[config.mk]
export PLATFORM = sky130hd
export DESIGN_NAME = shift_left_right
export DESIGN_NICKNAME = d
export VERILOG_FILES = /design/src/rtl/shift_left_right_pkg.sv /design/src/rtl/shift_left_right_shift_stage.sv /design/src/rtl/shift_left_right.sv
export SDC_FILE = /design/constraint.sdc
export NUM_CORES = 1
export LEC_CHECK = 0
export CORE_AREA = 2 2 39 41
export DETAILED_ROUTE_END_ITERATION = 10
export DIE_AREA = 0 0 41 43
export GPL_TIMING_DRIVEN = 0
export PLACE_DENSITY = 0.5
export SYNTH_ARGS = -nofsm -noshare
export SYNTH_HDL_FRONTEND = slang
export SYNTH_SLANG_ARGS = --single-unit
[constraint.sdc]
create_clock -name clk -period 2.16 [get_ports clk]
set_clock_uncertainty 0.15 [all_clocks]
set_input_delay 0.216 -clock clk [delete_from_list [all_inputs] [get_ports clk]]
set_output_delay 0.216 -clock clk [all_outputs]
set_load 0.05 [all_outputs]
[src/rtl/shift_left_right_pkg.sv]
// Shared encodings for the shift_left_right barrel shifter.
// Holds the direction encoding used on the dir port and inside each shift stage.
// No types or state; constants only.
package shift_left_right_pkg;

    localparam logic DIR_LEFT  = 1'b0;  // toward MSB, zero-fill LSBs
    localparam logic DIR_RIGHT = 1'b1;  // toward LSB, zero-fill MSBs (logical)

endpackage : shift_left_right_pkg

[src/rtl/shift_left_right_shift_stage.sv]
// Purpose: one combinational barrel stage, a conditional logical shift by a fixed AMOUNT.
// Latency: 0 cycles (pure combinational).
// Backpressure: none; the output follows the inputs.
// Ports: en enables the shift (otherwise pass-through), dir picks left/right,
//        din is the stage input, dout is the stage output.
module shift_stage
    import shift_left_right_pkg::*;
#(
    parameter int WIDTH  = 4,
    parameter int AMOUNT = 1
) (
    input  logic             en,
    input  logic             dir,
    input  logic [WIDTH-1:0] din,
    output logic [WIDTH-1:0] dout
);

    always_comb begin
        dout = din;
        if (en) begin
            if (dir == DIR_LEFT) begin
                dout = din << AMOUNT;
            end else begin
                dout = din >> AMOUNT;
            end
        end
    end

endmodule : shift_stage

[src/rtl/shift_left_right.sv]
// Purpose: logical barrel shifter (left/right by 0..WIDTH-1) with a registered result and valid flag.
// Latency: 1 cycle, throughput 1 per cycle; out holds when in_valid is low.
// Backpressure: none; every in_valid cycle yields out_valid on the following edge.
// Ports: clk, rst (async active-high), in_valid/in/dir/num request, out/out_valid registered result.
module shift_left_right #(
    parameter int WIDTH = 4,
    parameter int NUM_W = $clog2(WIDTH)
) (
    input  logic             clk,
    input  logic             rst,
    input  logic             in_valid,
    input  logic [WIDTH-1:0] in,
    input  logic             dir,
    input  logic [NUM_W-1:0] num,
    output logic [WIDTH-1:0] out,
    output logic             out_valid
);

    // stage_dat[0] is the operand; stage_dat[NUM_W] is the fully shifted value.
    logic [WIDTH-1:0] stage_dat [NUM_W+1];

    logic [WIDTH-1:0] out_d, out_q;
    logic             out_valid_d, out_valid_q;

    assign stage_dat[0] = in;

    // Stage k shifts by 2^k. Each stage amount is below WIDTH, and when the
    // summed shift reaches WIDTH or more (non-power-of-two WIDTH) every bit has
    // been pushed out, so the zero result falls out without extra clamping.
    for (genvar k = 0; k < NUM_W; k++) begin : g_stage
        shift_stage #(
            .WIDTH  (WIDTH),
            .AMOUNT (1 << k)
        ) u_stage (
            .en   (num[k]),
            .dir  (dir),
            .din  (stage_dat[k]),
            .dout (stage_dat[k+1])
        );
    end

    always_comb begin
        out_d       = out_q;
        out_valid_d = 1'b0;
        if (in_valid) begin
            out_d       = stage_dat[NUM_W];
            out_valid_d = 1'b1;
        end
    end

    always_ff @(posedge clk or posedge rst) begin
        if (rst) begin
            out_q       <= '0;
            out_valid_q <= 1'b0;
        end else begin
            out_q       <= out_d;
            out_valid_q <= out_valid_d;
        end
    end

    assign out       = out_q;
    assign out_valid = out_valid_q;

endmodule : shift_left_right

# Word level (Yosys, flattened, before mapping)
# Index checks and enable logic that the tools add are counted.
[totals]
mem_count = 0
out_inout_bits = 5
latchBits = 0
rom_bits = 0
mem_bits_rw = 0
regBits = 5
[op_classes]
bitwise = 0
n_mux = 5
magnitude_cmp = 0
reduce_logical = 0
addsub = 0
shift = 0
div = 0
n_eq_ne = 0
multipliers = 0
[ops]
columns = ["operator", "n"]
rows = [
  ["$mux W4", 4],
  ["$mux W1", 1],
]

# Logic depth before layout (Yosys ltp)
[depth]
depth_word = 4
mapped_depth = 4
ltp_nobuf = 3

# Hierarchy
# A second synthesis with hierarchy kept.
[unflattened]
hier_cells = 34
area_unflattened_um2 = 301.5
[by_module_without_submodules]
columns = ["module", "seq_area_each_um2", "area_each_um2", "instances", "cells_each"]
rows = [
  ["shift_left_right", 125.1, 173.9, 1, 10],
  ["shift_stage at g_stage[0].u_stage", 0.0, 67.6, 1, 12],
  ["shift_stage at g_stage[1].u_stage", 0.0, 60.1, 1, 12],
]

# Least setup slack after synthesis
# OpenSTA, ideal clock, no wires.
[synth_timing]
kind = "in2reg"
startpoint = "in num[1]"
endpoint = "reg out_q[1], in the netlist out[1]"
setup_slack_ps = 1045
cell_stages = 4
arrival_ps = 831
setup_time_ps = 133
required_ps = 1877
n_path_buf = 1
cell_sequence = "buf_2 and4b_2 a211oi_2 a21oi_1"
[synth_via]
elab_chain_len = 1
[synth_rtl]
columns = ["item", "line", "source"]
rows = [
  ["start: declaration", "shift_left_right.sv:14", "input logic [NUM_W-1:0] num,"],
  ["$mux W4", "shift_left_right_shift_stage.sv:20", "if (en) begin"],
  ["end signal: assignment", "shift_left_right.sv:56", "out_q <= out_d;"],
  ["end: declaration", "shift_left_right.sv:22", "logic [WIDTH-1:0] out_d, out_q;"],
]
# No other way between the ends.
# A chain may end at the register's enable or synchronous reset.

# Worst setup path after layout
[layout_timing]
startpoint = "reg out_q[3], in the netlist out[3]"
endpoint = "out out[3]"
[layout_rtl]
columns = ["item", "line", "source"]
rows = [
  ["end: declaration", "shift_left_right.sv:15", "output logic [WIDTH-1:0] out,"],
]
# No word-level cell between the ends.

==> impl_metrics.ini <==
[worst_setup_path]
cp.required_ns = 1.79
cp_num_cells = 1
crit_path_top_delay_cell = clkdlybuf4s50_1
cp_top_family = buffers and inverters
cp_num_buf_inv = 1
cp_max_fo = 2
crit_chain = clkdlybuf4s50_1
max_stage_delay_ns = 0.80
crit_path_end_kind = output pin
worst_r2r_path_depth = 2
critPathArrivalTime_ns = 1.38
critPathLaunchType = flip-flop
path_class = reg -> out

[clocking]
path_clk_slew_ns = 0.04
cts_tree = yes
cts-root-buf = clkbuf_4
hold_buffers = 0
clkSinkCount = 5
max-clock-path-buffers = 2
cts_buffers = 3
ctsResizeCount = 0
postCtsSetupRepairBufs = 0
clkLatencyLatePin_ns = 0.23
htreeDepth = 1

[yosys]
synth_common_cells = 6 x nor2_1, 5 x dfrtp_1, 3 x a21oi_1
yosysTopAreaCell = dfrtp_1
async_reset_ff_share_pct = 100
synth.distinct_cells = 19
netlist_top_cells_area = dfrtp_1 36%, a211oi_2 7.2%, and4b_2 6.5%
syn-num-nets = 45
ys_seq_area_share_pct = 36.1
netlist.area_leader.share_pct = 36.1
ys_warn_count = 0
yosysMostFrequentCell = nor2_1
synth-edff-count = 0
ys_ff_latch = 5
synthFlopType = dfrtp_1
syn_area_sq_um = 347
avgSynthCellArea_sq_um = 9.90
synthCells = 35

[global_route]
grt_pass1_wl_um = 1190
grt_max_degree = 11
grt_usage_pct = 10.4
grt-ovfl-total = 0
antenna_found_initial = 0
grt_pass1_vias = 313

[floorplan]
die_y_um = 43
io_pins = 15
die_x_um = 41
core-area_sq_um = 1380
num_rows = 14
initial_core_util_pct = 25.0
dieArea_sq_um = 1760

[pwr]
power_density_nw_per_um2 = 620
ir_drop_uv = 162
p_leak_nw = 0.205

[sta]
clock.fmax_ghz = 0.573
maxSlewViolCount = 0
worst_hold_slack_ns = 0.0364
hold_viol = 0
tightest_slew_ns = 0.491
rsz0062_at_grt = no
slew_headroom_pct = 67.2
finalSetupViolCount = 0
finalCritPeriodShare_pct = 80.8
period_minus_slack_ns = 1.75
setup_tns_ns = 0

[routing]
drt_iter0_markers = 8
drt-total-wl_um = 753
viasPerCell = 4.85
antenna_left = 0
wire_per_inst_um = 11.2
vias = 325
drt_first_pass_iters = 3
drc = 0

[layout]
fin_nets = 62
fill_cells = 146
syn_to_final_growth_pct = 48.0
antenna_cells = 0
layout-drive-gt1-share_pct = 23.5

[run_status]
status = complete, no violations

[job]
maxCapViolCount = 0

[placed_design]
port_buffers = 12
gp_congestion = 0.636

[hold_path]
holdCritPathClass = in -> async
## worst paths after layout
| check | from | to | slack, ns |
|---|---|---|---|
| setup / recovery | out[3]$_DFFE_PP0P_ | out[3] | 0.41 |
| max in group asynchronous | rst | out_valid$_DFF_PP0_ | 1.65 |
| hold reg to reg | out[1]$_DFFE_PP0P_ | out[1]$_DFFE_PP0P_ | 0.37 |
| hold / removal | rst | out[2]$_DFFE_PP0P_ | 0.04 |
| setup reg to reg | out[0]$_DFFE_PP0P_ | out[0]$_DFFE_PP0P_ | 1.35 |
| min in group clk | num[1] | out[3]$_DFFE_PP0P_ | 0.19 |
## through the flow
step	area [sq um]	instances	util (%)	power, W	setup slack [ns]
floorplan	347	35	-	0.000176	1.05
global placement	487	63	35.2	0.000215	0.416
detailed placement	487	63	35.2	0.000218	0.371
CTS	513	67	37.1	0.000325	0.401
global route	513	67	37.1	0.000337	0.364
finish	513	67	37.1	0.000318	0.415
## layout make-up
| class | instances | area (sq um) | area share [%] |
|---|---|---|---|
| multi-input combinational | 26 | 201 | 39.3 |
| sequential | 5 | 125 | 24.4 |
| timing repair buffer | 12 | 120 | 23.4 |
| clock buffer | 4 | 26.3 | 5.12 |
| tap | 16 | 20.0 | 3.90 |
| buffer | 3 | 16.3 | 3.17 |
| inverter | 1 | 3.75 | 0.732 |
## power breakdown
part | switching, W | internal, W | total, W
clock network | 0.0000329 | 0.0000695 | 0.000102
logic | 0.0000617 | 0.0000462 | 0.000108
registers | 0.00000457 | 0.000103 | 0.000108
total | 0.0000991 | 0.000219 | 0.000318
## logic make-up (layout without fill, tap and decap cells)
kind of cell	count (synthesis)	count (layout)	synth area share [%]
compound gates	8	8	17.7
flops	5	5	36.1
simple gates	14	14	26.4
buf+inv	4	20	5.77
mux	4	4	14.1
## sequential cells by signal (all words and copies together) (netlist names)
name / cells
out_valid: 1
out: 4
## cell usage in the layout, fill, tap and decap left out
cell,count
a31oi_1,2
mux2_4,1
buf_1,1
nand3_1,1
nor2_1,6
clkbuf_1,1
mux2_2,2
and4bb_1,1
inv_1,1
nor2b_1,1
a211oi_2,2
clkbuf_4,3
a32oi_1,1
buf_2,1
nand3b_1,1
dfrtp_1,5
buf_4,1
mux2_1,1
nor3b_1,2
clkdlybuf4s50_1,12
and4b_2,2
a21oi_1,3
## per-layer routing
layer | vias up | share of wire (%) | GRT usage (%) | wire length [um]
li1 | 165 | - | - | -
met1 | 145 | 39 | 10.6 | 295
met5 | - | 0 | 0 | 0
met2 | 15 | 50 | 16.3 | 379
met3 | 0 | 10 | 1.57 | 78
met4 | 0 | 0 | 10.0 | 0
Note: power is estimated with default switching activity, not from simulation.
